==> config.mk <==
export PLATFORM = sky130hd
export DESIGN_NAME = weights_loader
export DESIGN_NICKNAME = d
export VERILOG_FILES = /design/src/rtl/weights_loader.sv
export SDC_FILE = /design/constraint.sdc
export NUM_CORES = 1
export LEC_CHECK = 0
export ABC_CLOCK_PERIOD_IN_PS = 4940
export BUFFER_PORTS_ARGS = -buffer_cell sky130_fd_sc_hd__buf_2
export CORE_ASPECT_RATIO = 0.75
export CORE_UTILIZATION = 56
export CTS_BUF_LIST = sky130_fd_sc_hd__clkbuf_4 sky130_fd_sc_hd__clkbuf_8
export DETAILED_ROUTE_END_ITERATION = 8
export PLACE_DENSITY_LB_ADDON = 0.15
export SYNTH_ARGS = -nofsm -noshare
export SYNTH_HDL_FRONTEND = slang
export SYNTH_SLANG_ARGS = --single-unit
==> constraint.sdc <==
create_clock -name clk -period 4.94 [get_ports clk]
set_input_delay 0.741 -clock clk [delete_from_list [all_inputs] [get_ports clk]]
set_output_delay 0.741 -clock clk [all_outputs]
set_load 0.01 [all_outputs]
==> src/rtl/weights_loader.sv <==
// Weights RAM write-side loader: packs a host byte stream into DATA_W-bit words
// and writes them to addresses 0..WORD_COUNT-1. Optional macro WEIGHTS_CHECKSUM_EN adds a trailing XOR check byte.
module weights_loader #(
    parameter int DATA_W     = 21,
    parameter int ADDR_W     = 24,
    parameter int WORD_COUNT = 210852
) (
    input  logic              clk,
    input  logic              reset,
    input  logic              start,
    input  logic [7:0]        byte_in,
    input  logic              byte_valid,
    output logic              byte_ready,
    output logic [ADDR_W-1:0] address_in_weights,
    output logic [DATA_W-1:0] data_in_weights,
    output logic              we_weights,
    output logic              busy,
    output logic              done,
    output logic              checksum_error
);

    // state   | meaning
    // S_IDLE  | waiting for start after reset
    // S_LOAD  | accepting bytes, one RAM write per three bytes
    // S_CHECK | accepting the trailing XOR checksum byte (checksum build)
    // S_DONE  | load complete, done held until next start
    typedef enum logic [1:0] {
        S_IDLE  = 2'd0,
        S_LOAD  = 2'd1,
`ifdef WEIGHTS_CHECKSUM_EN
        S_CHECK = 2'd2,
`endif
        S_DONE  = 2'd3
    } state_t;

    localparam logic [ADDR_W-1:0] LAST_ADDR = ADDR_W'(WORD_COUNT - 1);

    state_t              state_q;
    logic [1:0]          idx_q;
    logic [DATA_W-17:0]  b0_q;
    logic [7:0]          b1_q;
    logic [ADDR_W-1:0]   addr_q;
    logic [DATA_W-1:0]   data_q;
    logic                we_q;
    logic                ready_q;
    logic                busy_q;
    logic                done_q;
    logic                last_q;
    logic                accept_d;
    logic [DATA_W-1:0]   word_d;

    assign accept_d = byte_valid & ready_q;
    assign word_d   = {b0_q, b1_q, byte_in};

`ifdef WEIGHTS_CHECKSUM_EN
    logic [7:0] xor_q;
    logic       err_q;
    assign checksum_error = err_q;
`else
    assign checksum_error = 1'b0;
`endif

    always_ff @(posedge clk) begin
        if (reset) begin
            state_q <= S_IDLE;
            idx_q   <= 2'd0;
            b0_q    <= '0;
            b1_q    <= '0;
            addr_q  <= '0;
            data_q  <= '0;
            we_q    <= 1'b0;
            ready_q <= 1'b0;
            busy_q  <= 1'b0;
            done_q  <= 1'b0;
            last_q  <= 1'b0;
`ifdef WEIGHTS_CHECKSUM_EN
            xor_q   <= '0;
            err_q   <= 1'b0;
`endif
        end else begin
            we_q <= 1'b0;
            case (state_q)
                S_IDLE, S_DONE: begin
                    if (start) begin
                        state_q <= S_LOAD;
                        idx_q   <= 2'd0;
                        addr_q  <= '0;
                        ready_q <= 1'b1;
                        busy_q  <= 1'b1;
                        done_q  <= 1'b0;
                        last_q  <= 1'b0;
`ifdef WEIGHTS_CHECKSUM_EN
                        xor_q   <= '0;
                        err_q   <= 1'b0;
`endif
                    end
                end
                S_LOAD: begin
                    // Write cycle: advance the address, or leave once the last word is out
                    if (we_q) begin
                        if (last_q) begin
`ifdef WEIGHTS_CHECKSUM_EN
                            state_q <= S_CHECK;
                            ready_q <= 1'b1;
`else
                            state_q <= S_DONE;
                            busy_q  <= 1'b0;
                            done_q  <= 1'b1;
`endif
                        end else begin
                            addr_q <= addr_q + ADDR_W'(1);
                        end
                    end
                    if (accept_d) begin
`ifdef WEIGHTS_CHECKSUM_EN
                        xor_q <= xor_q ^ byte_in;
`endif
                        case (idx_q)
                            2'd0: begin
                                b0_q  <= byte_in[DATA_W-17:0];
                                idx_q <= 2'd1;
                            end
                            2'd1: begin
                                b1_q  <= byte_in;
                                idx_q <= 2'd2;
                            end
                            default: begin
                                data_q <= word_d;
                                we_q   <= 1'b1;
                                idx_q  <= 2'd0;
                                // No byte may be taken during the final write cycle
                                if (addr_q == LAST_ADDR) begin
                                    last_q  <= 1'b1;
                                    ready_q <= 1'b0;
                                end
                            end
                        endcase
                    end
                end
`ifdef WEIGHTS_CHECKSUM_EN
                S_CHECK: begin
                    if (accept_d) begin
                        err_q   <= (byte_in != xor_q);
                        state_q <= S_DONE;
                        ready_q <= 1'b0;
                        busy_q  <= 1'b0;
                        done_q  <= 1'b1;
                    end
                end
`endif
                default: begin
                    state_q <= S_IDLE;
                    ready_q <= 1'b0;
                    busy_q  <= 1'b0;
                end
            endcase
        end
    end

    assign byte_ready         = ready_q;
    assign address_in_weights = addr_q;
    assign data_in_weights    = data_q;
    assign we_weights         = we_q;
    assign busy               = busy_q;
    assign done               = done_q;

endmodule

==> impl_metrics.env <==
export IMPL_status="completed"
export IMPL_drt_wirelength_per_cell_um=14.7
export IMPL_cts_root_buf="clkbuf_8"
export IMPL_netlist_area_mm2=0.00290
export IMPL_relSlewSlack_pct=24.7
export IMPL_ys_seq_area_share_pct=46.2
export IMPL_tightest_slew_ns=1.13
export IMPL_wl_um=6770
export IMPL_netSwitchingPower_w=0.000389
export IMPL_clk_latency_ns=0.35
export IMPL_grt_pass1_vias=2264
export IMPL_synth_area_mux_share_pct=6.90
export IMPL_clk_pin_slew_worst_paths_ns=0.08
export IMPL_synthArstFlopShare_pct=0
export IMPL_cts_sinks=67
export IMPL_start_util_pct=58.9
export IMPL_fin_total_pwr_w=0.00133
export IMPL_syn_mean_instance_area_um2=8.53
export IMPL_path_delay_family="simple AND/OR/NAND/NOR gates"
export IMPL_num_vias=2683
export IMPL_critPathCaptureType="flop"
export IMPL_yosysWarnings=0
export IMPL_crit_buf_inv=0
export IMPL_htreeDepth=3
export IMPL_crit_chain="ha_1, and3b_1, o2111ai_1, or4_1, a21oi_1"
export IMPL_finalCritPeriodShare_pct=52.5
export IMPL_synth_xor_area_share_pct=0.302
export IMPL_netSwitchingFraction_pct=29.2
export IMPL_worstPathMaxFanout=17
export IMPL_clockBufferDepth=2
export IMPL_start_kind="flop"
export IMPL_worst_path_largest_cell_delay_ns=0.69
export IMPL_synth_top_family_by_area="simple AND/OR/NAND/NOR gates"
export IMPL_synthAdderAreaFrac_pct=1.29
export IMPL_ys_seq_elements=67
export IMPL_gp_congestion=0.817
export IMPL_post_cts_buffers=0
export IMPL_power_frac_comb_pct=17.6
export IMPL_io_pins=62
export IMPL_cts_resized_gates=0
export IMPL_grt_max_degree=52
export IMPL_drv_cap=0
export IMPL_drive_gt1_share_pct=22.2
export IMPL_drt_iter0_drc=204
export IMPL_hpwl_um=4630
export IMPL_cp_data_arrival_time_ns=2.87
export IMPL_tns_ns=0
export IMPL_fin_nets=411
export IMPL_netlist_cell_type_count=44
export IMPL_layout_commonest_cell="dfxtp_1"
export IMPL_ctsHoldBuffers=0
export IMPL_ys_dominant_reg_cell="dfxtp_1"
export IMPL_coreArea_mm2=0.00493
export IMPL_dieHeight_um=64.3
export IMPL_leakage_nw=1.37
export IMPL_grt_pass1_wl_um=11000
export IMPL_grtUsageTotal_pct=26.2
export IMPL_antenna_found_initial=0
export IMPL_postSynthCellCount=340
export IMPL_skew_ns=0.00677
export IMPL_via_per_inst=5.82
export IMPL_synth_fp_nets=355
export IMPL_finalSetupViolCount=0
export IMPL_rsz0062_at_grt="false"
export IMPL_synthToLayoutAreaGrowth_pct=18.4
export IMPL_synth_compound_area_share_pct=14.6
export IMPL_die_w_um=85.1
export IMPL_cts_made_buffers=9
export IMPL_num_antenna_cells=0
export IMPL_intPower_w=0.000944
export IMPL_die_area_mm2=0.00548
export IMPL_cellPowerDensity_mw_per_mm2=388
export IMPL_rows=22
export IMPL_hold_path_class="flop to flop"
export IMPL_final_cell_mix="dfxtp_1 (67), nand2_1 (60), buf_2 (60)"
export IMPL_peakVddDrop_v=0.000266
export IMPL_cp_required_ns=5.22
export IMPL_grt_overflow=0
export IMPL_dr_pass1_iters=4
export IMPL_hold_viol_final=0
export IMPL_finalCriticalPeriod_ns=2.59
export IMPL_synth_simple_area_share_pct=27.6
export IMPL_drcViolationCount=0
export IMPL_fillCellCount=419
export IMPL_pwr_share_clk_pct=38.3
export IMPL_slew_violations=0
export IMPL_dp_cells=445
export IMPL_synth_edf_count=0
export IMPL_io_buffer_count=60
export IMPL_critical_path_class="flop to flop"
export IMPL_max_freq_ghz=0.386
export IMPL_crit_slowest_cell="or4_1"
export IMPL_cts_tree="yes"
export IMPL_final_cells=461
export IMPL_seqPwrFrac_pct=44.1
export IMPL_ant_nets=0
==> Yosys cell counts, types with 7 or more instances <==
library cell / count / area [µm²]
nor3_1: 8 / 40.0
nand4_1: 7 / 43.8
mux2i_1: 20 / 200
nor2_1: 24 / 90.1
o21ai_0: 8 / 40.0
or4_1: 10 / 75.1
nand3_1: 8 / 40.0
o31ai_1: 9 / 67.6
clkbuf_1: 13 / 48.8
dfxtp_1: 67 / 1340
nand2_1: 60 / 225
a21oi_1: 43 / 215
or3_1: 11 / 68.8
==> area by class of cell <==
class                           count  area, µm²  area share [%]
Clock inverter                      7       98.8            2.88
Clock buffer                        9        124            3.61
Tap cell                           60       75.1            2.19
Sequential cell                    67       1340            39.1
Inverter                            4       15.0           0.437
Multi-Input combinational cell    253       1470            42.9
Timing Repair Buffer               61        308            8.96
==> power groups by stage <==
stage / Clock, W / Combinational (W) / Sequential, W
floorplan: 0 / 0.000180 / 0.000600
global placement: 0 / 0.000228 / 0.000598
detailed placement: 0 / 0.000231 / 0.000599
CTS: 0.000519 / 0.000234 / 0.000587
global route: 0.000536 / 0.000261 / 0.000592
finish: 0.000510 / 0.000235 / 0.000587
==> registers in the layout, indices dropped and copies added, names as in the netlist, 2 cells and up <==
| name | flops |
|---|---|
| data_in_weights | 21 |
| address_in_weights | 24 |
| state_q | 2 |
| idx_q | 2 |
| b1_q | 8 |
| b0_q | 5 |
==> stage by stage <==
step	worst slack [ns]	util, %	cell area, µm²	hold slack, ns
after global placement	2.50	65.2	3210	0.439
after floorplan	2.99	-	2900	0.431
after detailed placement	2.45	65.2	3210	0.445
after global routing	2.13	69.7	3430	0.468
final	2.35	69.7	3430	0.452
after CTS	2.39	69.7	3430	0.451
==> metal layers <==
metal	track usage, %	vias up	wire length, µm
met3	8.66	7	375
met5	0	-	0
met4	8.05	0	64
met1	37.8	1263	3480
met2	36.6	77	2850
li1	-	1336	-
==> worst register-to-register path, stage by stage (launching register included) <==
cell	delay (ns)
dfxtp_1	0.37
ha_1	0.48
and3b_1	0.31
o2111ai_1	0.53
or4_1	0.69
a21oi_1	0.15
==> final timing paths <==
check | endpoint | slack (ns) | cells after the start | start
max | address_in_weights[16]$_SDFFE_PP0P_ | 2.35 | 5 | state_q[0]$_SDFFE_PP0P_
min | data_in_weights[17]$_SDFFE_PP0P_ | 0.45 | 2 | b0_q[1]$_SDFFE_PP0P_
max reg2reg | address_in_weights[16]$_SDFFE_PP0P_ | 2.35 | 5 | state_q[0]$_SDFFE_PP0P_
min reg2reg | data_in_weights[17]$_SDFFE_PP0P_ | 0.45 | 2 | b0_q[1]$_SDFFE_PP0P_
==> cell families (layout without fill, tap and decap cells) <==
| kind of cell | after synthesis | count (layout) |
|---|---|---|
| xor gates and xnor gates | 1 | 1 |
| other | 1 | 1 |
| adders and majority gates | 3 | 3 |
| AOI/OAI and AO/OA | 73 | 73 |
| muxes | 20 | 20 |
| and+or+nand+nor | 155 | 155 |
| buffers and inverters | 20 | 81 |
| DFF | 67 | 67 |
(Power assumes the default switching activity.)
